===== config.mk =====
export PLATFORM = sky130hd
export DESIGN_NAME = ps2_host_tx
export DESIGN_NICKNAME = d
export VERILOG_FILES = /design/src/rtl/ps2_host_tx.sv
export SDC_FILE = /design/constraint.sdc
export NUM_CORES = 1
export LEC_CHECK = 0
export CELL_PAD_IN_SITES_DETAIL_PLACEMENT = 1
export CELL_PAD_IN_SITES_GLOBAL_PLACEMENT = 1
export CORE_UTILIZATION = 45
export DETAILED_ROUTE_END_ITERATION = 16
export PLACE_DENSITY = 0.81
export SLEW_MARGIN = 20
export SYNTH_ARGS = -nofsm -noshare
export SYNTH_HDL_FRONTEND = slang
export SYNTH_SLANG_ARGS = --single-unit

===== constraint.sdc =====
create_clock -name clk50 -period 2.2 [get_ports clk50]
set_clock_uncertainty 0.2 [all_clocks]
set_input_delay 0.55 -clock clk50 [delete_from_list [all_inputs] [get_ports clk50]]
set_output_delay 0.55 -clock clk50 [all_outputs]
set_load 0.005 [all_outputs]

===== src/rtl/ps2_host_tx.sv =====
`default_nettype none
// +----------------------------------------------------------------------------+
// | Module   : ps2_host_tx                                                     |
// | Purpose  : PS/2 host-to-device command transmitter (inhibit, frame, ACK).  |
// |            Optional abort timer enabled by defining PS2_TX_TIMEOUT_EN.     |
// | Revision : 1.0 - initial release                                           |
// +----------------------------------------------------------------------------+
module ps2_host_tx #(
  parameter int INHIBIT_CYCLES = 5000,
  parameter int TIMEOUT_CYCLES = 1000000
) (
  input  logic       clk50,
  input  logic       reset,
  input  logic       tx_vld,
  input  logic [7:0] tx_data,
  output logic       tx_rdy,
  output logic       tx_done,
  output logic       tx_err,
  input  logic       ps2_clk_in,
  input  logic       ps2_data_in,
  output logic       ps2_clk_oe,
  output logic       ps2_data_oe
);

  localparam int c_INH_W = $clog2(INHIBIT_CYCLES + 1);
  localparam logic [c_INH_W-1:0] c_INH_LAST = c_INH_W'(INHIBIT_CYCLES - 1);

  if (INHIBIT_CYCLES < 2 || TIMEOUT_CYCLES < 2) begin : g_bad_params
    $error("ps2_host_tx: INHIBIT_CYCLES and TIMEOUT_CYCLES must be at least 2");
  end

  typedef enum logic [2:0] {
    ST_IDLE      = 3'd0,
    ST_INHIBIT   = 3'd1,
    ST_SEND      = 3'd2,
    ST_ACK       = 3'd3,
    ST_WAIT_IDLE = 3'd4
  } state_t;

  state_t             r_state, w_state;
  logic               r_clk_s1, r_clk_s2, r_dat_s1, r_dat_s2;
  logic [9:0]         r_frame, w_frame;
  logic [c_INH_W-1:0] r_cnt, w_cnt;
  logic [3:0]         r_idx, w_idx;
  logic               r_clk_oe, w_clk_oe;
  logic               r_data_oe, w_data_oe;
  logic               r_ack_ok, w_ack_ok;
  logic               r_done, w_done;
  logic               r_err, w_err;
  logic               w_fall;

`ifdef PS2_TX_TIMEOUT_EN
  localparam int c_TMO_W = $clog2(TIMEOUT_CYCLES + 1);
  localparam logic [c_TMO_W-1:0] c_TMO_LAST = c_TMO_W'(TIMEOUT_CYCLES - 1);
  logic [c_TMO_W-1:0] r_tmo, w_tmo;
`endif

  assign w_fall = ~r_clk_s1 & r_clk_s2;

  always_comb begin
    w_state   = r_state;
    w_frame   = r_frame;
    w_cnt     = r_cnt;
    w_idx     = r_idx;
    w_clk_oe  = r_clk_oe;
    w_data_oe = r_data_oe;
    w_ack_ok  = r_ack_ok;
    w_done    = 1'b0;
    w_err     = 1'b0;
    case (r_state)
      ST_IDLE: begin
        w_clk_oe  = 1'b0;
        w_data_oe = 1'b0;
        if (tx_vld) begin
          w_frame  = {1'b1, ~^tx_data, tx_data};
          w_clk_oe = 1'b1;
          w_cnt    = '0;
          w_state  = ST_INHIBIT;
        end
      end
      ST_INHIBIT: begin
        if (r_cnt == c_INH_LAST) begin
          w_clk_oe  = 1'b0;
          w_data_oe = 1'b1;
          w_idx     = '0;
          w_state   = ST_SEND;
        end else begin
          w_cnt = r_cnt + 1'b1;
        end
      end
      ST_SEND: begin
        if (w_fall) begin
          w_data_oe = ~r_frame[r_idx];
          w_idx     = r_idx + 4'd1;
          // Stop bit is a released line, so the block already lets go of data here
          if (r_idx == 4'd9) begin
            w_data_oe = 1'b0;
            w_state   = ST_ACK;
          end
        end
      end
      ST_ACK: begin
        if (w_fall) begin
          w_ack_ok = ~r_dat_s2;
          w_state  = ST_WAIT_IDLE;
        end
      end
      ST_WAIT_IDLE: begin
        if (r_clk_s2 && r_dat_s2) begin
          w_done  = r_ack_ok;
          w_err   = ~r_ack_ok;
          w_idx   = '0;
          w_state = ST_IDLE;
        end
      end
      default: begin
        w_clk_oe  = 1'b0;
        w_data_oe = 1'b0;
        w_state   = ST_IDLE;
      end
    endcase
`ifdef PS2_TX_TIMEOUT_EN
    w_tmo = '0;
    if (r_state == ST_SEND || r_state == ST_ACK) begin
      if (r_tmo == c_TMO_LAST) begin
        w_clk_oe  = 1'b0;
        w_data_oe = 1'b0;
        w_done    = 1'b0;
        w_err     = 1'b1;
        w_idx     = '0;
        w_state   = ST_IDLE;
      end else begin
        w_tmo = r_tmo + 1'b1;
      end
    end
`endif
  end

  always_ff @(posedge clk50 or negedge reset) begin
    if (!reset) begin
      r_state   <= ST_IDLE;
      r_clk_s1  <= 1'b1;
      r_clk_s2  <= 1'b1;
      r_dat_s1  <= 1'b1;
      r_dat_s2  <= 1'b1;
      r_frame   <= '0;
      r_cnt     <= '0;
      r_idx     <= '0;
      r_clk_oe  <= 1'b0;
      r_data_oe <= 1'b0;
      r_ack_ok  <= 1'b0;
      r_done    <= 1'b0;
      r_err     <= 1'b0;
`ifdef PS2_TX_TIMEOUT_EN
      r_tmo     <= '0;
`endif
    end else begin
      r_state   <= w_state;
      r_clk_s1  <= ps2_clk_in;
      r_clk_s2  <= r_clk_s1;
      r_dat_s1  <= ps2_data_in;
      r_dat_s2  <= r_dat_s1;
      r_frame   <= w_frame;
      r_cnt     <= w_cnt;
      r_idx     <= w_idx;
      r_clk_oe  <= w_clk_oe;
      r_data_oe <= w_data_oe;
      r_ack_ok  <= w_ack_ok;
      r_done    <= w_done;
      r_err     <= w_err;
`ifdef PS2_TX_TIMEOUT_EN
      r_tmo     <= w_tmo;
`endif
    end
  end

  assign tx_rdy      = (r_state == ST_IDLE);
  assign tx_done     = r_done;
  assign tx_err      = r_err;
  assign ps2_clk_oe  = r_clk_oe;
  assign ps2_data_oe = r_data_oe;

endmodule
`default_nettype wire

# Yosys cells after proc, flatten, opt, wreduce, memory -nomap -nowiden
# Index checks and enable logic that the tools add are counted.
dict set report word_totals {
  reg_bits 39
  latch_bits 0
  mem_bits_rw 0
  rom_bits 0
  in_bits 13
  out_inout_bits 5
  word_cells 77
  memories 0
}
dict set report op_classes {
  n_addsub 2
  n_mul 0
  div 0
  n_lt_le_gt_ge 1
  eq_ne 13
  shift 0
  mux 27
  bitwise_logic 7
  n_reduce_logical 14
}
# op n
set op_table {}
lappend op_table {{$mux W13} 2}
lappend op_table {{$pmux W13 S2} 1}
lappend op_table {{$mux W3} 6}
lappend op_table {{$pmux W3 S5} 1}
lappend op_table {{$ne A2 B2 Y1 const B} 7}
lappend op_table {{$add A13 B1 Y13 const B} 1}
lappend op_table {{$eq A13 B13 Y1 const B} 1}
lappend op_table {{$mux W4} 3}
lappend op_table {{$pmux W4 S3} 1}
lappend op_table {{$mux W1} 10}
lappend op_table {{$reduce_xnor A8 Y1} 1}
lappend op_table {{$eq A3 B2 Y1 const B} 2}
lappend op_table {{$not A1 Y1} 6}
lappend op_table {{$pmux W1 S3} 2}
lappend op_table {{$reduce_and A2 Y1} 3}
lappend op_table {{$reduce_and A3 Y1} 2}
lappend op_table {{$reduce_and A6 Y1} 1}
lappend op_table {{$lt A4 B5 Y1 const B} 1}
lappend op_table {{$add A4 B1 Y4 const B} 1}
lappend op_table {{$bmux W1 S4} 1}
lappend op_table {{$eq A4 B4 Y1 const B} 1}
lappend op_table {{$reduce_and A4 Y1} 1}
lappend op_table {{$eq A3 B1 Y1 const B} 1}
lappend op_table {{$eq A3 B3 Y1 const B} 1}
lappend op_table {{other kinds (7)} 7}

# Depth between registers and ports, before layout
# Gate-level depths: netlist of run 1.
dict set report logic_depth {
  ltp_word 6
  ltp_mapped 7
  depth_no_buf 6
}

# Worst setup path after synthesis of run 1
# No wires, ideal clock.
dict set report synth_timing {
  path_kind {register to register}
  from {register r_cnt[0]}
  to {register r_data_oe, in the netlist ps2_data_oe}
  setup_ps 121
  arrival_time_ps 1603
  required_ps 1879
  setup_slack_ps 276
  stages_incl_launch_ff 7
  path_buffers 1
  period_less_slack_ps 1924
  path_cell_list {dfrtp_1 > ha_1 > and4_4 > and4_1 > buf_4 > o311a_1 > o22a_1}
}
dict set report synth_between {
  elab_chain_cells 3
}
# element line
set synth_lines {}
lappend synth_lines {{start, declared} 43} ;# logic [c_INH_W-1:0] r_cnt, w_cnt;
lappend synth_lines {{start signal, assigned} 164} ;# r_cnt <= w_cnt;
lappend synth_lines {{$eq A13 B13 Y1} 82} ;# if (r_cnt == c_INH_LAST) begin
lappend synth_lines {{$ne A2 B2 Y1 (no source line)} n/a}
lappend synth_lines {{$reduce_and A3 Y1 (no source line)} n/a}
lappend synth_lines {{end signal, assigned} 167} ;# r_data_oe <= w_data_oe;
lappend synth_lines {{end, declared} 46} ;# logic r_data_oe, w_data_oe;
# No other way between the ends.
# A chain may end at the register's enable or synchronous reset.

# Worst setup path in the final report of run 1
dict set report layout_timing {
  from {register r_state[2]}
  to {register r_idx[3]}
}
dict set report layout_between {
  elab_chain_cells 3
  elab_cells_between_ends 9
  classes_between {6 x eq/ne; 1 x mux; 2 x reduce/logical}
}
# element line
set layout_lines {}
lappend layout_lines {{start, declared} 40} ;# state_t r_state, w_state;
lappend layout_lines {{start signal, assigned} 158} ;# r_state <= w_state;
lappend layout_lines {{$eq A3 B3 Y1, or another cell as far along} 70} ;# case (r_state)
lappend layout_lines {{$ne A2 B2 Y1 (no source line) or $reduce_bool A3 Y1 (tied branches)} n/a}
lappend layout_lines {{$reduce_and A4 Y1 (no source line)} n/a}
lappend layout_lines {{end signal, assigned} 165} ;# r_idx <= w_idx;
lappend layout_lines {{end, declared} 44} ;# logic [3:0] r_idx, w_idx;
# Parallel ways exist; a longest one is shown, timed or not.

==> results of run 1 <==
## through the flow
stage / setup slack [ns] / cell area, um2
after floorplan: 0.2761 / 2107
after global placement: 0.1442 / 2333
after detailed placement: 0.07969 / 2333
after CTS: 0.0007091 / 2506
after global routing: 0.04236 / 2524
final: 0.09651 / 2524
## layout make-up
class	instances	area [um2]	share of cell area
Timing Repair Buffer	30	265.3	0.1051
Clock inverter	2	60.06	0.02380
Multi-Input combinational cell	158	1059	0.4194
Sequential cell	39	983.4	0.3897
Tap cell	52	65.06	0.02578
Clock buffer	6	72.57	0.02876
Inverter	5	18.77	0.007437
## worst max-delay path: stages, from the launching register on
cell	delay (ns)
dfrtp_2	0.44
buf_4	0.15
nor4bb_2	0.37
nand4_1	0.25
and2_1	0.28
a211o_1	0.30
## power by group
part           switching, W  total (W)  leakage (nW)  internal [W]
clock network      0.000269   0.000722        0.0654      0.000453
logic             0.0000324  0.0000676         0.588     0.0000351
registers        0.00000315   0.000726         0.487      0.000723
## logic make-up (layout without fill, tap and decap cells)
kind of cell / count (synthesis) / after routing / synth area share
AO/OA/AOI/OAI: 34 / 34 / 0.1188
XOR/XNOR: 11 / 11 / 0.04572
adder cells (fa/ha/maj): 3 / 3 / 0.01782
buffers and inverters: 15 / 43 / 0.03919
flip-flops: 39 / 39 / 0.4656
multiplexers: 9 / 9 / 0.04869
AND/OR/NAND/NOR: 101 / 101 / 0.2643
## layout by cell type, fill, tap and decap left out, types with 5 or more instances in the layout
cell type,Yosys,routed
nand2_1,36,36
buf_4,2,13
clkbuf_8,0,5
nand3_1,10,10
mux2i_1,8,8
nand2b_1,6,6
nor2_1,6,6
xor2_1,5,5
xnor2_1,6,6
a21oi_1,6,6
o21ai_0,5,5
clkdlybuf4s50_1,0,15
dfrtp_1,35,33
nand4_1,10,10
inv_1,5,5
and3_1,6,6
## worst paths after layout
check,start,to,slack [ns],cells after the start
setup / recovery,r_state[2],r_idx[3],0.1,5
setup reg to reg,r_state[2],r_idx[3],0.1,5
hold / removal,reset,r_cnt[2],0.09,2
min in group clk50,r_dat_s1,r_dat_s2,0.16,0
max in group asynchronous,reset,r_state[2],1.36,2
hold reg to reg,r_dat_s1,r_dat_s2,0.16,0
## registers in the layout, indices dropped and copies added, names as in the netlist
name,flops
r_ack_ok,1
r_dat_s2,1
r_dat_s1,1
r_frame,10
tx_done,1
r_state,3
r_clk_s1,1
tx_err,1
ps2_data_oe,1
r_clk_s2,1
r_cnt,13
r_idx,4
ps2_clk_oe,1
## what timing repair did
action | in CTS | in global routing
setup endpoints to repair | 1 | 5
setup buffers | 5 | 0
resized for setup | 2 | 5
## per-layer routing
metal | part of all wire | global-route usage
met4 | 0.017 | 0.09778
met2 | 0.51 | 0.3862
met3 | 0.036 | 0.06205
met1 | 0.44 | 0.2977
met5 | 0 | 0
==> results by group, run 1 <==
Pwr
  – Power Dens Cells: 600.7 nW/um2
  – Total power: 0.001516 W
  – Maximum vdd ir drop: 0.0004703 V
  – Leakage: 1.140 nW

Logic synthesis
  – Seq/Total Area, Yosys: 0.4656
  – Synth Register Bits: 39
  – Synth area leaders: dfrtp_1 42%, nand2_1 6.4%, dfstp_2 5.0%
  – Gate count of the mapped netlist: 212
  – Most frequent cells after synthesis: 36 x nand2_1, 35 x dfrtp_1, 10 x nand3_1, 10 x nand4_1, 8 x mux2i_1
  – Post-Syn Nets: 228
  – Syn_area_per_cell: 9.939 um2
  – Syn Std Cell Area: 2107 um2
  – Count of cell types in the netlist: 51
  – Post-synth EDFFs: 0
  – Main synth FF type: dfrtp_1
  – Count leader, synth: nand2_1
  – Yosys top cell by area: dfrtp_1
  – Ys async rst share: 1.000
  – Synth top area share: 0.4157
  – Synth warnings: 0

Worst setup path
  – CP Data Arrival Time: 2.10 ns
  – Worst path required time: 2.20 ns
  – CP max FO: 4
  – Setup crit start kind: flip-flop
  – Element type at the critical path end: flip-flop
  – WS Path Type: reg -> reg

STA
  – Final Hold Viols: 0
  – Rel. slew slack: 0.6787
  – F_max: 475.4 MHz
  – Final min period: 2.103 ns
  – Final period utilization: 0.9561
  – RSZ-0062 raised after global routing: no
  – Pin slew with the least headroom to its limit: 0.4820 ns
  – Total Neg Setup Slack: 0 ns
  – Final Slew Violations: 0
  – Final setup fails: 0
  – WHS: 0.08710 ns

Final layout
  – Layout net count: 255
  – Area delta synth->final: 19.77%
  – Layout cells sized above 1: 0.1708
  – Final core occ: 0.5717
  – # diodes: 0
  – Fin cells: 292
  – FILL cells: 487

Drt
  – DRC errors left: 0
  – DR iter-0 viols: 77
  – TritonRoute pass-1 iters: 4
  – Vias: 1,718
  – Avg Vias per Cell: 5.884
  – Routed Antenna Nets: 0
  – Avg WL per Cell: 17.80 um
  – Post-Route WL: 5.199 mm

Global routing
  – Vias in the first global route: 1,888
  – GRT overflow: 0
  – GRT Overall Usage: 0.2373
  – First-pass GRT wire length: 9.045 mm
  – Initial antenna violation count: 0
  – Pin count of the biggest net entering global routing: 40

Die
  – Initial core utilization: 0.4773
  – Die area: 4960 um2
  – Io pins: 18
  – Chip width: 70.43 um
  – Core Box Area: 4414 um2
  – Die height: 70.43 um
  – Cell Rows: 24

Clock tree
  – H-tree depth: 2
  – Worst-case clock buffer depth: 2
  – Worst skew pair latency: 0.31 ns
  – Worst-path clk slew: 0.08 ns
  – Clk Tree Root Cell: clkbuf_8
  – Clock buffer count from CTS: 5
  – CTS tree: done
  – Total clock sinks: 39
  – Number of buffers inserted by hold repair at cts: 0

Placed design
  – Final GP Congestion: 0.8604
  – Number of I/O port buffers: 17
  – Dpl hpwl: 3.755 mm
  – Cells after DPL: 279

Job
  – Max_cap viols: 0

Outcome
  – Outcome: finished clean

Hold path
  – Hold/Removal Path Class: in -> async
(Power assumes the default switching activity.)
==> inputs of run 2 (changes only) <==
- CTS_CLUSTER_SIZE: unset -> 10
- SLEW_MARGIN: 20 -> 10
==> results of run 2 <==
The final DEF is identical to that of run 1; final timing and power are the same.
